===== src/rtl/bit_serial_serializer.sv =====
// -----------------------------------------------------------------------------
// bit_serial_serializer
//
// Upstream feeder for the bit-serial increment/decrement adder. Parallel
// two's-complement words arrive through a valid/ready handshake and are shifted
// out LSB-first, one bit per clock. Each frame carries its own sign_ctrl and
// a frame_start strobe on the bit-0 cycle. A one-word holding register (HR)
// lets consecutive words stream back to back with no gap cycles.
//
// Parameters:
//   WIDTH  bits per word, and serial frame length in cycles
//   CNT_W  bit-counter width, must equal log2(WIDTH)
//
// Ports:
//   clk          rising-edge clock
//   reset        asynchronous, active-high reset
//   in_valid     in_data/in_sign are valid this cycle
//   in_ready     block can accept a word this cycle (registered decode)
//   in_data      parallel word to serialize
//   in_sign      sign_ctrl for this word: 1 = +1, 0 = -1 (all-ones add)
//   serial_out   current serial bit, LSB first (0 while idle)
//   sign_ctrl    sign control for the frame in flight, held while idle
//   frame_start  high during the cycle carrying bit 0 of a frame
//   out_valid    serial_out carries a data bit this cycle
//
// The downstream adder's frame counter must be aligned so its count-0 cycle
// coincides with frame_start; that alignment belongs to the integrator.
// -----------------------------------------------------------------------------
module bit_serial_serializer #(
    parameter int WIDTH = 32,
    parameter int CNT_W = 5
) (
    input  logic             clk,
    input  logic             reset,
    input  logic             in_valid,
    output logic             in_ready,
    input  logic [WIDTH-1:0] in_data,
    input  logic             in_sign,
    output logic             serial_out,
    output logic             sign_ctrl,
    output logic             frame_start,
    output logic             out_valid
);

    typedef enum logic {
        IDLE  = 1'b0,
        SHIFT = 1'b1
    } state_t;

    localparam logic [CNT_W-1:0] LAST_BIT = CNT_W'(WIDTH - 1);

    // Registered state
    state_t             state_q;
    logic [WIDTH-1:0]   sr_q;
    logic [CNT_W-1:0]   cnt_q;
    logic [WIDTH-1:0]   hr_data_q;
    logic               hr_sign_q;
    logic               hr_full_q;

    // Next-state values
    state_t             state_d;
    logic [WIDTH-1:0]   sr_d;
    logic [CNT_W-1:0]   cnt_d;
    logic [WIDTH-1:0]   hr_data_d;
    logic               hr_sign_d;
    logic               hr_full_d;
    logic               sign_ctrl_d;
    logic               serial_out_d;
    logic               frame_start_d;
    logic               out_valid_d;

    logic               accept;
    logic               load_point;

    // in_ready depends only on a register, so there is no combinational path
    // from in_valid back to in_ready.
    assign in_ready   = ~hr_full_q;
    assign accept     = in_valid & ~hr_full_q;
    assign load_point = (state_q == IDLE) || (cnt_q == LAST_BIT);

    always_comb begin
        // NOTE: every signal written here gets a default first, so no path
        // through the branches below can leave one unassigned and infer a latch.
        state_d   = state_q;
        sr_d      = sr_q;
        cnt_d     = cnt_q;
        hr_data_d = hr_data_q;
        hr_sign_d = hr_sign_q;
        hr_full_d = hr_full_q;
        sign_ctrl_d = sign_ctrl;

        if (load_point) begin
            if (hr_full_q) begin
                // HR has priority over a word arriving at the same edge.
                sr_d        = hr_data_q;
                sign_ctrl_d = hr_sign_q;
                cnt_d       = '0;
                state_d     = SHIFT;
                // Refill HR if a word arrives at the same edge; otherwise it
                // drains. While in_ready mirrors ~hr_full this accept is
                // always 0, but the rule stays complete if that ever changes.
                hr_full_d   = accept;
                if (accept) begin
                    hr_data_d = in_data;
                    hr_sign_d = in_sign;
                end
            end else if (accept) begin
                // Bypass: the word accepted at this edge goes straight to SR.
                sr_d        = in_data;
                sign_ctrl_d = in_sign;
                cnt_d       = '0;
                state_d     = SHIFT;
            end else begin
                state_d = IDLE;
            end
        end else begin
            // Mid-frame: shift towards bit 0. cnt only wraps through a load.
            sr_d  = sr_q >> 1;
            cnt_d = cnt_q + 1'b1;
            if (accept) begin
                hr_data_d = in_data;
                hr_sign_d = in_sign;
                hr_full_d = 1'b1;
            end
        end

        // Outputs are computed from next state and registered with it.
        out_valid_d   = (state_d == SHIFT);
        frame_start_d = (state_d == SHIFT) && (cnt_d == '0);
        serial_out_d  = (state_d == SHIFT) && sr_d[0];
    end

    // NOTE: sequential state uses non-blocking assignments so every register
    // samples the pre-edge values computed above, independent of statement order.
    always_ff @(posedge clk or posedge reset) begin
        if (reset) begin
            // The holding register is cleared too so a discarded word can
            // never reappear after reset is released.
            state_q     <= IDLE;
            sr_q        <= '0;
            cnt_q       <= '0;
            hr_data_q   <= '0;
            hr_sign_q   <= 1'b0;
            hr_full_q   <= 1'b0;
            sign_ctrl   <= 1'b0;
            serial_out  <= 1'b0;
            frame_start <= 1'b0;
            out_valid   <= 1'b0;
        end else begin
            state_q     <= state_d;
            sr_q        <= sr_d;
            cnt_q       <= cnt_d;
            hr_data_q   <= hr_data_d;
            hr_sign_q   <= hr_sign_d;
            hr_full_q   <= hr_full_d;
            sign_ctrl   <= sign_ctrl_d;
            serial_out  <= serial_out_d;
            frame_start <= frame_start_d;
            out_valid   <= out_valid_d;
        end
    end

endmodule


===== config.mk =====
export PLATFORM = sky130hd
export DESIGN_NAME = bit_serial_serializer
export DESIGN_NICKNAME = d
export VERILOG_FILES = /design/src/rtl/bit_serial_serializer.sv
export SDC_FILE = /design/constraint.sdc
export NUM_CORES = 1
export LEC_CHECK = 0
export BUFFER_PORTS_ARGS = -buffer_cell sky130_fd_sc_hd__buf_2
export CAP_MARGIN = 15
export CELL_PAD_IN_SITES_DETAIL_PLACEMENT = 0
export CELL_PAD_IN_SITES_GLOBAL_PLACEMENT = 1
export CORE_MARGIN = 2
export CORE_UTILIZATION = 47
export DETAILED_ROUTE_END_ITERATION = 8
export GPL_TIMING_DRIVEN = 1
export PLACE_DENSITY = 0.76
export SLEW_MARGIN = 30
export SYNTH_ARGS = -nofsm -noshare
export SYNTH_HDL_FRONTEND = slang
export SYNTH_SLANG_ARGS = --single-unit

===== constraint.sdc =====
create_clock -name clk -period 3.3 [get_ports clk]
set_input_delay 0.66 -clock clk [delete_from_list [all_inputs] [get_ports clk]]
set_output_delay 0.66 -clock clk [all_outputs]
set_load 0.1 [all_outputs]

==> impl_metrics.tcl <==
set metrics [dict create \
    postCtsResizedCells 0 \
    finalNetCount 358 \
    leakagePower_nw 1.88 \
    final_cell_mix "dfrtp_1 (74), buf_2 (40), a22oi_1 (34), o21ai_0 (34)" \
    vdd_drop_max_uv 327 \
    switchingPower_mw 1.06 \
    wl_met2_um 3220 \
    worst_pin_slew_ns 0.825 \
    fp.coreArea_um2 7180 \
    worst_hold_slack_ns 0.407 \
    cts_root_buf "clkbuf_8" \
    synth_top_flop_cell "dfrtp_1" \
    dr_wl_met3_um 238 \
    synth.distinct_cells 26 \
    layout_commonest_cell "dfrtp_1" \
    p_per_area_nw_per_um2 834 \
    grt_pass1_vias 2323 \
    async_flop_share_pct 100 \
    holdBufCountCts 0 \
    crit_chain "ha_1 -> and3_1 -> ha_1 -> nor2b_4 -> buf_4 -> nor3_4 -> buf_4 -> a22oi_1 -> o21ai_0" \
    cp_max_fo 70 \
    yosysSeqAreaShare_pct 53.6 \
    dp_hpwl_um 4290 \
    drive_above_1_share_pct 30.8 \
    die_w_um 89.8 \
    drc 0 \
    cts_buffer_depth 2 \
    status "finished clean" \
    cts_num_sinks 74 \
    fillers 655 \
    p_int_mw 2.16 \
    m1WireLength_um 3390 \
    overflow 0 \
    cts_tree "done" \
    critPathBufInv 2 \
    hold_class "input port to asynchronous set/reset pin" \
    die-area_um2 8060 \
    arrival_ns 2.72 \
    synth-edff-count 0 \
    cts_made_buffers 9 \
    final_design_area_no_fill_um2 3860 \
    period_minus_slack_ns 2.51 \
    cpLargestDelayFamily "buffers and inverters" \
    rsz0062_at_grt "false" \
    hold_viol_final 0 \
    p_clk_share_pct 20.1 \
    diodes 0 \
    rows 31 \
    max_freq_mhz 398 \
    via_per_inst 5.51 \
    seq_power_share_pct 46.9 \
    syn_area_per_cell_um2 12.1 \
    drt_iter0_drc 94 \
    area_growth_pct 11.7 \
    topRoutingLayerUsed "met4" \
    drv_slew 0 \
    dr.pass1.iters 4 \
    synth_cells 285 \
    cts_max_level 3 \
    syn-cell-area_um2 3460 \
    portBuffers 40 \
    fin_worst_skew_ns 0.00566 \
    fin_crit_sh_pct 76.2 \
    post_drt_wl_per_cell_um 16.3 \
    clkTransAtPathRegs_ns 0.07 \
    ys_ff_latch 74 \
    clkLatencyLatePin_ns 0.35 \
    grt_pass1_wl_um 11800 \
    worstPathRequired_ns 3.51 \
    antenna_found_initial 0 \
    final_antenna_net_count 0 \
    synth_nets 323 \
    max_stage_delay_ns 0.51 \
    max_slew_margin_pct 45.0 \
    grt_max_degree 71 \
    start_util_pct 48.2 \
    synth_warnings 0 \
    p_total_mw 3.22 \
    ios 41 \
    sw_frac_of_total_pct 33.0 \
    globalplace.congestion 0.708 \
    criticalPathCategory "register to register" \
    setup-violations-final 0 \
    grt_usage_pct 18.3 \
    die_h_um 89.8 \
    maxCapViolCount 0 \
    worstSetupStartpointType "register" \
    combPwrFrac_pct 33.0 \
    cts_setup_buffers 0 \
    fin_tns_setup_ns 0 \
    end_kind "register" \
    wl_um 6920 \
    place_area_um2 3680 \
    vias 2338 \
    critPathSlowestCell "buf_4" \
]
-- cells by family (layout without fill, tap and decap cells) --
group / count (synthesis) / in the layout / share of synthesized area [%]
compound gates: 102 / 102 / 17.6
flops: 74 / 74 / 53.6
simple gates: 44 / 44 / 8.07
mux: 35 / 35 / 14.6
buf+inv: 27 / 67 / 5.21
fa+ha+maj: 2 / 2 / 0.724
xor+xnor: 1 / 1 / 0.253
-- worst reg2reg max path: cells and delay by family, from the launching register on --
family	cells	cell delay [ns]
compound gates	2	0.27
fa+ha+maj	2	0.44
buf+inv	2	0.79
flops	1	0.42
simple gates	3	0.46
-- Yosys cell counts (all sizes together), types with 2 or more instances --
| master | instances | area (µm²) |
|---|---|---|
| nor2 | 5 | 18.8 |
| a22o | 3 | 26.3 |
| and3 | 29 | 181 |
| inv | 3 | 11.3 |
| ha | 2 | 25.0 |
| mux2i | 2 | 20.0 |
| clkbuf | 9 | 33.8 |
| a21oi | 30 | 150 |
| o21ai | 34 | 170 |
| buf | 15 | 135 |
| mux2 | 33 | 484 |
| dfrtp | 74 | 1850 |
| a22oi | 34 | 255 |
| nor2b | 2 | 20.0 |
| nand2 | 2 | 7.51 |
-- routing by layer --
layer,up-vias,global-route usage (%)
li1,1126,-
met1,1165,25.7
met2,39,27.8
met3,8,5.87
met4,0,5.00
met5,-,0
-- state kept, by name, indices dropped and copies added, names as in the netlist --
| name | flops |
|---|---|
| frame_start | 1 |
| state_q | 1 |
| cnt_q | 5 |
| hr_full_q | 1 |
| sign_ctrl | 1 |
| serial_out | 1 |
| sr_q | 31 |
| hr_data_q | 32 |
| hr_sign_q | 1 |
-- final timing paths --
kind	start	end	slack, ns	cells after the start
min in group clk	cnt_q[3]	cnt_q[3]	0.50	1
setup reg to reg	cnt_q[0]	sr_q[11]	0.79	9
hold / removal	reset	sr_q[16]	0.41	2
hold reg to reg	cnt_q[3]	cnt_q[3]	0.50	1
max in group asynchronous	reset	serial_out	2.11	3
setup / recovery	cnt_q[0]	sr_q[11]	0.79	9
-- metrics by stage --
step | instances | worst slack [ns] | utilization [%]
finish | 424 | 0.785 | 53.8
detailed placement | 408 | 0.787 | 51.3
global placement | 408 | 0.799 | 51.3
CTS | 424 | 0.773 | 53.8
floorplan | 285 | 0.758 | -
global route | 424 | 0.536 | 53.8
-- power by group through the flow --
stage | Combinational, mW | Sequential, mW | Clock [mW]
finish | 1.06 | 1.51 | 0.648
CTS | 1.08 | 1.51 | 0.671
global route | 1.18 | 1.56 | 0.715
global placement | 1.06 | 1.51 | 0
floorplan | 0.803 | 1.57 | 0
detailed placement | 1.08 | 1.51 | 0
-- layout make-up --
cell class                      instances  area (µm²)  area share, %
Sequential cell                        74        1850           47.9
Multi-Input combinational cell        184        1430           37.1
Timing Repair Buffer                   48         260           6.74
Clock buffer                           14         173           4.47
Tap cell                               99         124           3.21
Inverter                                3        11.3          0.292
Clock inverter                          2        10.0          0.259
Power figures use the tool's default switching activity.
